$ cat config.mk
export PLATFORM = sky130hd
export DESIGN_NAME = ycr_pipe_sleep_ctrl
export DESIGN_NICKNAME = d
export VERILOG_FILES = /design/src/rtl/ycr_pipe_pkg.sv /design/src/rtl/ycr_slpctl_dncnt.sv /design/src/rtl/ycr_pipe_sleep_ctrl.sv
export SDC_FILE = /design/constraint.sdc
export NUM_CORES = 1
export LEC_CHECK = 0
export BUFFER_PORTS_ARGS = -buffer_cell sky130_fd_sc_hd__clkbuf_2
export CAP_MARGIN = 25
export CORE_AREA = 2 2 39 41
export DETAILED_ROUTE_END_ITERATION = 6
export DIE_AREA = 0 0 41 43
export PLACE_DENSITY = 0.68
export SETUP_SLACK_MARGIN = 0.5
export SYNTH_ARGS = -nofsm -noshare
export SYNTH_HDL_FRONTEND = slang
export SYNTH_SLANG_ARGS = --single-unit
$ cat constraint.sdc
create_clock -name clk -period 2.5 [get_ports clk]
set_clock_uncertainty 0.15 [all_clocks]
set_input_delay 0.25 -clock clk [delete_from_list [all_inputs] [get_ports clk]]
set_output_delay 0.25 -clock clk [all_outputs]
set_load 0.005 [all_outputs]
$ cat src/rtl/ycr_pipe_pkg.sv
// Shared types and helpers for the pipe sleep/wake sequencer.
package ycr_pipe_pkg;

  localparam int YCR_SLPCTL_RESUME_DLY_MAX = 15;

  typedef enum logic [2:0] {
    RUN       = 3'd0,
    DRAIN     = 3'd1,
    SLEEP_REQ = 3'd2,
    SLEEP     = 3'd3,
    WAKE      = 3'd4,
    RESUME    = 3'd5
  } type_ycr_slpctl_state_e;

  typedef struct packed {
    logic sleep_req;
    logic wake_req;
    logic fetch_stall;
    logic sleeping;
  } type_ycr_slpctl_out_s;

  // Output pattern owned by each state; undefined encodings decode to all-zero.
  function automatic type_ycr_slpctl_out_s ycr_slpctl_decode(input type_ycr_slpctl_state_e st);
    type_ycr_slpctl_out_s o;
    o = '{sleep_req: 1'b0, wake_req: 1'b0, fetch_stall: 1'b0, sleeping: 1'b0};
    case (st)
      RUN:       o.fetch_stall = 1'b0;
      DRAIN:     o.fetch_stall = 1'b1;
      SLEEP_REQ: begin
        o.fetch_stall = 1'b1;
        o.sleep_req   = 1'b1;
      end
      SLEEP:     begin
        o.fetch_stall = 1'b1;
        o.sleeping    = 1'b1;
      end
      WAKE:      begin
        o.fetch_stall = 1'b1;
        o.wake_req    = 1'b1;
      end
      RESUME:    o.fetch_stall = 1'b1;
      default:   o.fetch_stall = 1'b0;
    endcase
    return o;
  endfunction

  function automatic int ycr_slpctl_clamp_dly(input int dly);
    if (dly < 1) begin
      return 1;
    end else if (dly > YCR_SLPCTL_RESUME_DLY_MAX) begin
      return YCR_SLPCTL_RESUME_DLY_MAX;
    end else begin
      return dly;
    end
  endfunction

endpackage

$ cat src/rtl/ycr_slpctl_dncnt.sv
// Loadable down-counter that saturates at zero; flags zero and the last step (1 -> 0).
module ycr_slpctl_dncnt #(
  parameter int W = 4
) (
  input  logic         clk,
  input  logic         rst,
  input  logic         load,
  input  logic [W-1:0] load_val,
  input  logic         dec,
  output logic         zero,
  output logic         last
);

  logic [W-1:0] cnt_r;

  // Load has priority over decrement; decrement stops at zero.
  always_ff @(posedge clk or posedge rst) begin
    if (rst) begin
      cnt_r <= {W{1'b0}};
    end else if (load) begin
      cnt_r <= load_val;
    end else if (dec && (cnt_r != {W{1'b0}})) begin
      cnt_r <= cnt_r - {{(W-1){1'b0}}, 1'b1};
    end else begin
      cnt_r <= cnt_r;
    end
  end

  assign zero = (cnt_r == {W{1'b0}});
  assign last = (cnt_r == {{(W-1){1'b0}}, 1'b1});

endmodule

$ cat src/rtl/ycr_pipe_sleep_ctrl.sv
// WFI sleep/wake sequencer feeding pipe clock control.
// Optional sleep timeout wake-up is built when YCR_SLEEP_TIMER_EN is defined.
module ycr_pipe_sleep_ctrl
  import ycr_pipe_pkg::*;
#(
  parameter int RESUME_DLY = 2,
  parameter int TMR_W      = 16
) (
  input  logic clk,
  input  logic rst,
  input  logic wfi_retire_i,
  input  logic irq_pending_i,
  input  logic dbg_halt_req_i,
  input  logic pipe_idle_i,
  input  logic clk_en_i,
  output logic sleep_req_o,
  output logic wake_req_o,
  output logic fetch_stall_o,
  output logic sleeping_o
`ifdef YCR_SLEEP_TIMER_EN
  ,
  input  logic [TMR_W-1:0] wake_tmo_i
`endif
);

  localparam int RSM_W = $clog2(YCR_SLPCTL_RESUME_DLY_MAX + 1);
  localparam logic [RSM_W-1:0] RSM_LOAD = RSM_W'(ycr_slpctl_clamp_dly(RESUME_DLY));

  type_ycr_slpctl_state_e state_r;
  type_ycr_slpctl_state_e nxt_state_s;
  type_ycr_slpctl_out_s   nxt_out_s;

  logic sleep_req_r;
  logic wake_req_r;
  logic fetch_stall_r;
  logic sleeping_r;

  logic wake_ev_s;
  logic tmr_expire_s;
  logic rsm_load_s;
  logic rsm_dec_s;
  logic rsm_zero_s;
  logic rsm_last_s;

`ifdef YCR_SLEEP_TIMER_EN
  logic tmr_load_s;
  logic tmr_dec_s;
  logic tmr_zero_s;
  logic tmr_last_s;

  // Timer is armed on every SLEEP entry; a zero load never reaches the last step.
  assign tmr_load_s   = (nxt_state_s == SLEEP) && (state_r != SLEEP);
  assign tmr_dec_s    = (state_r == SLEEP);
  assign tmr_expire_s = tmr_dec_s & tmr_last_s & ~tmr_zero_s;

  ycr_slpctl_dncnt #(
    .W (TMR_W)
  ) i_tmr_cnt (
    .clk      (clk),
    .rst      (rst),
    .load     (tmr_load_s),
    .load_val (wake_tmo_i),
    .dec      (tmr_dec_s),
    .zero     (tmr_zero_s),
    .last     (tmr_last_s)
  );
`else
  assign tmr_expire_s = 1'b0;
`endif

  assign wake_ev_s  = irq_pending_i | dbg_halt_req_i | tmr_expire_s;
  assign rsm_load_s = (state_r == WAKE) && clk_en_i;
  assign rsm_dec_s  = (state_r == RESUME);

  ycr_slpctl_dncnt #(
    .W (RSM_W)
  ) i_rsm_cnt (
    .clk      (clk),
    .rst      (rst),
    .load     (rsm_load_s),
    .load_val (RSM_LOAD),
    .dec      (rsm_dec_s),
    .zero     (rsm_zero_s),
    .last     (rsm_last_s)
  );

  // Next-state selection; wake events beat drain completion and clock disable.
  always_comb begin
    nxt_state_s = state_r;
    case (state_r)
      RUN: begin
        if (wfi_retire_i && !wake_ev_s) begin
          nxt_state_s = DRAIN;
        end else begin
          nxt_state_s = RUN;
        end
      end
      DRAIN: begin
        if (wake_ev_s) begin
          nxt_state_s = RUN;
        end else if (pipe_idle_i) begin
          nxt_state_s = SLEEP_REQ;
        end else begin
          nxt_state_s = DRAIN;
        end
      end
      SLEEP_REQ: begin
        if (wake_ev_s) begin
          nxt_state_s = WAKE;
        end else if (!clk_en_i) begin
          nxt_state_s = SLEEP;
        end else begin
          nxt_state_s = SLEEP_REQ;
        end
      end
      SLEEP: begin
        if (wake_ev_s) begin
          nxt_state_s = WAKE;
        end else begin
          nxt_state_s = SLEEP;
        end
      end
      WAKE: begin
        if (clk_en_i) begin
          nxt_state_s = RESUME;
        end else begin
          nxt_state_s = WAKE;
        end
      end
      RESUME: begin
        if (rsm_last_s || rsm_zero_s) begin
          nxt_state_s = RUN;
        end else begin
          nxt_state_s = RESUME;
        end
      end
      default: nxt_state_s = RUN;
    endcase
  end

  assign nxt_out_s = ycr_slpctl_decode(nxt_state_s);

  // State and outputs update together so outputs always match the state register.
  always_ff @(posedge clk or posedge rst) begin
    if (rst) begin
      state_r       <= RUN;
      sleep_req_r   <= 1'b0;
      wake_req_r    <= 1'b0;
      fetch_stall_r <= 1'b0;
      sleeping_r    <= 1'b0;
    end else begin
      state_r       <= nxt_state_s;
      sleep_req_r   <= nxt_out_s.sleep_req;
      wake_req_r    <= nxt_out_s.wake_req;
      fetch_stall_r <= nxt_out_s.fetch_stall;
      sleeping_r    <= nxt_out_s.sleeping;
    end
  end

  assign sleep_req_o   = sleep_req_r;
  assign wake_req_o    = wake_req_r;
  assign fetch_stall_o = fetch_stall_r;
  assign sleeping_o    = sleeping_r;

endmodule

==> impl_results.md, run 1 <==
* CTS tree: yes
* Drt first pass iters at 4
* Num CTS Buffers at 3
* Count of final setup violators at 0
* Slowest stage delay, CP at 440 ps
* Chip height at 43 microns
* Critical Path AT at 1750 ps
* Top delay family on crit path: simple AND/OR/NAND/NOR gates
* Yosys top cell area share at 0.4499
* Synth Area per Inst at 10.55 sq um
* Fin Hold WS at 176.0 ps
* Total track usage at 0.1740
* Worst-Skew Late Latency at 270 ps
* Yosys warnings at 0
* Min-Delay Path Class: input pin to register
* DRC viols at 0
* Die area at 1763 sq um
* CP Launch Type: register
* Clock-pin slew on the worst setup and hold paths at 80 ps
* Clk buf depth at 2
* Sequential Area at 275.3 sq um
* Clk root buf: clkbuf_4
* Crit Path Max Fanout at 6
* Largest net degree at the start of global routing at 12
* CTS resizes at 0
* Vias in the first global route at 472
* Metal2 WL at 518 microns
* Commonest non-fill, non-tap cell in the layout: dfrtp_1
* Critical path required time at 2550 ps
* Register area share after synthesis at 0.4499
* Routability cong. at 0.8644
* RR Endpoint: i_rsm_cnt.cnt_r[0]
* Fmax at 589.0 MHz
* Worst path cell trace: inv_1 > ha_1 > or3b_1 > a21o_1 > a21oi_2
* Fraction of layout instances using a drive strength above 1 at 0.2535
* Placed Area at 665.6 sq um
* Leading post-synthesis cells by cell area: dfrtp_1 (45%), ha_1 (6.1%), nor4_2 (4.1%)
* Port bufs at 10
* Power Density at 883.3 nW/um^2
* Total power at 0.0006200 W
* Total Negative Setup Slacks at 0 ps
* Initial DRC Count at 7
* Syn nets at 68
* Buffers & Inverters on Critical Path at 1
* Via count at 472
* Die width at 41 microns
* Most frequent cells in the layout: dfrtp_1 (11), clkbuf_2 (10), inv_1 (4), nand2_1 (4), nand3_1 (4)
* RSZ-0062 raised after global routing: no
* Kind of critical path: register to register
* Ports at 11
* Period utilization at 0.6791
* Crit end category: register
* Setup ws final at 802.2 ps
* DR WL met3 at 36 microns
* Rel. slew slack at 0.7140
* Flop2flop setup slack at 800 ps
* Final hold violation count at 0
* Min Tclk post-route at 1698 ps
* Slowest-stage cell, CP: or3b_1
* Measured slew at the worst slew-check pin at 423.6 ps
* Core area at 1384 sq um
* N_diodes at 0
* Slew Viols, Final at 0
* Initial Util at 0.4421
* Clock Sinks at 11
* Filler cells at 138
* Worst ir drop on vdd at 398.2 uV
* Synth area leader: dfrtp_1
* Htree depth at 1
* Place WS at 811.0 ps
* Reg-to-Reg Start: i_rsm_cnt.cnt_r[0]
* P_leak at 0.3760 nW
* Hold Crit Depth at 3
* Hold Path End: sleeping_o
* Syn Std Cell Area at 611.8 sq um
* Row count at 14
* Post-route ant nets at 0
* Top Layer Used: met4
* WL/cell at 12.86 microns
* GRT overflow at 0
* First-pass GRT wire length at 2056 microns
* Synth Instances at 58
* DR vias/cell at 5.425
* Outcome: finished, final reports clean
* Area of the multi-input gates at 305.3 sq um
* Antenna violations before repair at 0
* Post-synthesis cell type count at 31
* Total of max-cap violations at 0
* Synth-to-layout area growth at 14.72%
* Routed WL at 1119 microns
* Routed met1 length at 540 microns
* Final HPWL DP at 848.1 microns
* R2R cell count at 5
* Hold Path Origin: irq_pending_i
* Flops & latches, synth at 11
* Cell area after layout at 701.9 sq um
* NumNets Final at 82
==> report_power, final <==
group          leakage [nW]  internal, W  total (W)  switching (W)
clock                0.0150    0.0000618   0.000125      0.0000630
sequential            0.144     0.000229   0.000279      0.0000496
combinational         0.217     0.000102   0.000216       0.000114
==> final cells by class <==
cell class | count | area share
Multi-Input combinational cell | 41 | 0.4349
Sequential cell | 11 | 0.3922
Timing Repair Buffer | 11 | 0.08556
Clock buffer | 4 | 0.03743
Tap cell | 16 | 0.02852
Inverter | 4 | 0.02139
==> how the worst max path moves through the flow <==
stage                                  start            endpoint  depth (start not counted)
after global routing      i_rsm_cnt.cnt_r[0]  i_rsm_cnt.cnt_r[2]                          5
after global placement    i_rsm_cnt.cnt_r[0]  i_rsm_cnt.cnt_r[0]                          5
after CTS                 i_rsm_cnt.cnt_r[0]  i_rsm_cnt.cnt_r[0]                          5
final                     i_rsm_cnt.cnt_r[0]  i_rsm_cnt.cnt_r[0]                          5
after detailed placement  i_rsm_cnt.cnt_r[0]  i_rsm_cnt.cnt_r[1]                          5
after floorplan           i_rsm_cnt.cnt_r[0]  i_rsm_cnt.cnt_r[1]                          6
==> through the flow <==
step,instances,util
6_report,87,0.5072
5_1_grt,87,0.5072
4_1_cts,87,0.5072
3_5_place_dp,82,0.4810
3_3_place_gp,82,0.4810
2_1_floorplan,58,-
==> what timing repair did <==
item | 4_1_cts | 5_1_grt
hold buffers | 1 | 0
buffers inserted | 0 | 0
endpoints found under the hold margin | 11 | 0
==> flip-flops by register name, summed over array words and instances (netlist names) <==
register / count
wake_req_o: 1
fetch_stall_o: 1
sleep_req_o: 1
state_r: 3
i_rsm_cnt.cnt_r: 4
sleeping_o: 1
==> layer usage <==
metal	global-route usage	up-vias
li1	-	238
met1	0.2450	222
met2	0.2500	8
met3	0.03141	4
met4	0.08000	0
met5	0	-
==> synthesized netlist by cell type <==
| cell | instances |
|---|---|
| a21o_1 | 2 |
| a21oi_1 | 1 |
| a21oi_2 | 1 |
| and2b_1 | 1 |
| and3_1 | 1 |
| and3_4 | 1 |
| and3b_1 | 1 |
| buf_2 | 1 |
| buf_6 | 1 |
| dfrtp_1 | 11 |
| ha_1 | 3 |
| inv_1 | 4 |
| mux2i_1 | 2 |
| nand2_1 | 4 |
| nand2b_1 | 2 |
| nand3_1 | 4 |
| nand3b_1 | 1 |
| nand4_1 | 1 |
| nor2_1 | 2 |
| nor2b_1 | 1 |
| nor3_1 | 2 |
| nor4_2 | 2 |
| o21ai_0 | 1 |
| o21ai_1 | 1 |
| o22a_1 | 1 |
| o311a_1 | 1 |
| o311ai_0 | 1 |
| o31a_2 | 1 |
| o31ai_1 | 1 |
| or3b_1 | 1 |
| or4bb_1 | 1 |
==> tightest hold or removal path: stages <==
cell and delay [ps]:
clkbuf_2 80, nor3_1 60, and3_1 160
==> kinds of logic after synthesis <==
family,share of synthesized area
fa+ha+maj,0.06136
buf+inv,0.05111
simple gates,0.2679
mux,0.03272
compound gates,0.1370
flops,0.4499
Note: power is estimated with default switching activity, not from simulation.
==> run 2, diff against run 1 <==
clock period = 1.8 ns   (was 2.5 ns; I/O delays follow)
==> run 2 against run 1 <==
Net effect:
- worst hold slack worse by 59 ps
- total power rose by 57%
- register-to-register slack got worse by 540 ps
- largest power group is now combinational logic
- largest cell class unchanged
- maximum frequency rose by 10%
==> impl_results.md, run 2 (synthesis results as in run 1) <==
* Outcome: finished, final reports clean (unchanged)
* NumNets Final at 88 (was 82)
* Clk buf depth at 2 (unchanged)
* Fraction of layout instances using a drive strength above 1 at 0.5065 (was 0.2535)
* Hold Path End: state_r[0] (was sleeping_o)
* Flop2flop setup slack at 260 ps (was 800 ps)
* Finished Layout Cells at 93 (was 87)
* Slowest-stage cell, CP: or3b_4 (was or3b_1)
* Total track usage at 0.1641 (was 0.1740)
* GR Layer Usage met3 at 0.01571 (was 0.03141)
* Chip height at 43 microns (unchanged)
* Min Tclk post-route at 1537 ps (was 1698 ps)
* Largest net degree at the start of global routing at 12 (unchanged)
* CTS tree: yes (unchanged)
* Drt first pass iters at 4 (unchanged)
* Clock-pin slew on the worst setup and hold paths at 70 ps (was 80 ps)
* Top Registers: i_rsm_cnt.cnt_r (4), state_r (3) (unchanged)
* Antenna violations before repair at 0 (unchanged)
* Routed WL at 1196 microns (was 1119 microns)
* Post-route ant nets at 0 (unchanged)
* Clock Sinks at 11 (unchanged)
* Met2 Use GR at 0.2469 (was 0.2500)
* Origin of the worst setup path: i_rsm_cnt.cnt_r[1] (was i_rsm_cnt.cnt_r[0])
* WL/cell at 12.86 microns (about the same)
* Crit end category: register (unchanged)
* Row count at 14 (unchanged)
* N_diodes at 0 (unchanged)
* Count of final setup violators at 0 (unchanged)
* Worst path cell trace: inv_2 > ha_4 > or3b_4 > a21o_1 > a21oi_2 (was inv_1 > ha_1 > or3b_1 > a21o_1 > a21oi_2)
* Clk root buf: clkbuf_4 (unchanged)
* Rel. slew slack at 0.7307 (was 0.7140)
* DR vias/cell at 5.333 (was 5.425)
* Kind of critical path: register to register (unchanged)
* Slowest stage delay, CP at 420 ps (was 440 ps)
* R2R cell count at 5 (unchanged)
* Htree depth at 1 (unchanged)
* Via count at 496 (was 472)
* Hold Crit Depth at 4 (was 3)
* Critical Path AT at 1580 ps (was 1750 ps)
* DRC viols at 0 (unchanged)
* Busiest grt layer: met2 (unchanged)
* Die width at 41 microns (unchanged)
* Biggest register: i_rsm_cnt.cnt_r (unchanged)
* Final hold violation count at 0 (unchanged)
* Fin Hold WS at 117.0 ps (was 176.0 ps)
* RR Endpoint: i_rsm_cnt.cnt_r[0] (unchanged)
* M1 GR Usage at 0.2162 (was 0.2450)
* Measured slew at the worst slew-check pin at 403.5 ps (was 423.6 ps)
* Dpl cells at 82 (unchanged)
* WP depth at 5 (unchanged)
* Max reg flops at 4 (unchanged)
* Vias in the first global route at 472 (unchanged)
* Routability cong. at 0.6785 (was 0.8644)
* RSZ-0062 raised after global routing: yes (was no)
* Total of max-cap violations at 0 (unchanged)
* Port bufs at 10 (unchanged)
* Initial Util at 0.4421 (unchanged)
* CP Launch Type: register (unchanged)
* P_leak at 0.4065 nW (was 0.3760 nW)
* Synth-to-layout area growth at 31.49% (was 14.72%)
* Final HPWL DP at 829.8 microns (was 848.1 microns)
* Most frequent cells in the layout: clkbuf_2 (10), dfrtp_1 (9), buf_4 (6) (was dfrtp_1 (11), clkbuf_2 (10), inv_1 (4), nand2_1 (4), nand3_1 (4))
* Period utilization at 0.8537 (was 0.6791)
* Min-Delay Path Class: input pin to register (unchanged)
* Commonest non-fill, non-tap cell in the layout: clkbuf_2 (was dfrtp_1)
* Reg-to-Reg Start: i_rsm_cnt.cnt_r[1] (was i_rsm_cnt.cnt_r[0])
* Die area at 1763 sq um (unchanged)
* Num CTS Buffers at 3 (unchanged)
* Crit Path Max Fanout at 6 (unchanged)
* Top delay family on crit path: simple AND/OR/NAND/NOR gates (unchanged)
* Total Negative Setup Slacks at 0 ps (unchanged)
* GRT overflow at 0 (unchanged)
* Slew Viols, Final at 0 (unchanged)
* Power Density at 1212 nW/um^2 (was 883.3 nW/um^2)
* Hold Path Origin: irq_pending_i (unchanged)
* Buffers & Inverters on Critical Path at 1 (unchanged)
* Core area at 1384 sq um (unchanged)
* Initial DRC Count at 13 (was 7)
* First-pass GRT wire length at 1932 microns (was 2056 microns)
* Worst-Skew Late Latency at 260 ps (was 270 ps)
* Worst ir drop on vdd at 673.9 uV (was 398.2 uV)
* Fmax at 650.8 MHz (was 589.0 MHz)
* Critical path required time at 1840 ps (was 2550 ps)
* Ports at 11 (unchanged)
run 2: cell count changes in the layout (fill, tap and decap cells not counted), moves of 2 or more:
cell / previous run / this run
nand3_2: 0 / 2
nand3_1: 4 / 2
dfrtp_1: 11 / 9
inv_1: 4 / 2
dfrtp_2: 0 / 2
buf_4: 0 / 6
inv_2: 0 / 2
run 2: where the power goes:
part	switching, W	internal [W]	leakage [nW]
Sequential	0.0000704	0.000321	0.141
Combinational	0.000202	0.000221	0.251
Clock	0.0000756	0.0000855	0.0150
run 2: per-layer routing:
metal	wire length [microns]	share of wire
met1	522	0.44
met2	632	0.53
met3	21	0.018
met4	19	0.016
met5	0	0
run 2: final cells by class:
class                   count  area [sq um]
clock buffers               4         26.28
fillers                   116         579.3
inverters                   4         15.01
multi-input cells          41         360.3
flip-flops and latches     11         277.8
well taps                  16         20.02
repair buffers             17         105.1
run 2: what timing repair did:
action	CTS	global route
hold buffers	1	0
resized for setup	10	3
pin swaps	2	2
setup buffers	6	0
hold endpoints to repair	11	0
endpoints found under the setup margin	9	9
run 2: how the worst max path moves through the flow:
stage	endpoint	slack (ps)
floorplan	i_rsm_cnt.cnt_r[3]	260
global placement	i_rsm_cnt.cnt_r[3]	210
detailed placement	i_rsm_cnt.cnt_r[3]	190
CTS	i_rsm_cnt.cnt_r[0]	270
global route	i_rsm_cnt.cnt_r[2]	210
finish	i_rsm_cnt.cnt_r[0]	260
run 2: tightest hold or removal path, stage by stage:
cell and delay (ps):
clkbuf_2 100, nor3_2 60, o311ai_2 80, nand3_1 70
run 2: through the flow:
stage / cell area, sq um / power, W / util / setup slack, ps
after floorplan: 624.3 / 0.0006284 / - / 257.8
after global placement: 678.2 / 0.0006975 / 0.4901 / 211.1
after detailed placement: 678.2 / 0.0007018 / 0.4901 / 192.0
after CTS: 789.5 / 0.0009624 / 0.5705 / 274.9
after global routing: 804.5 / 0.001037 / 0.5814 / 211.2
final: 804.5 / 0.0009754 / 0.5814 / 263.4
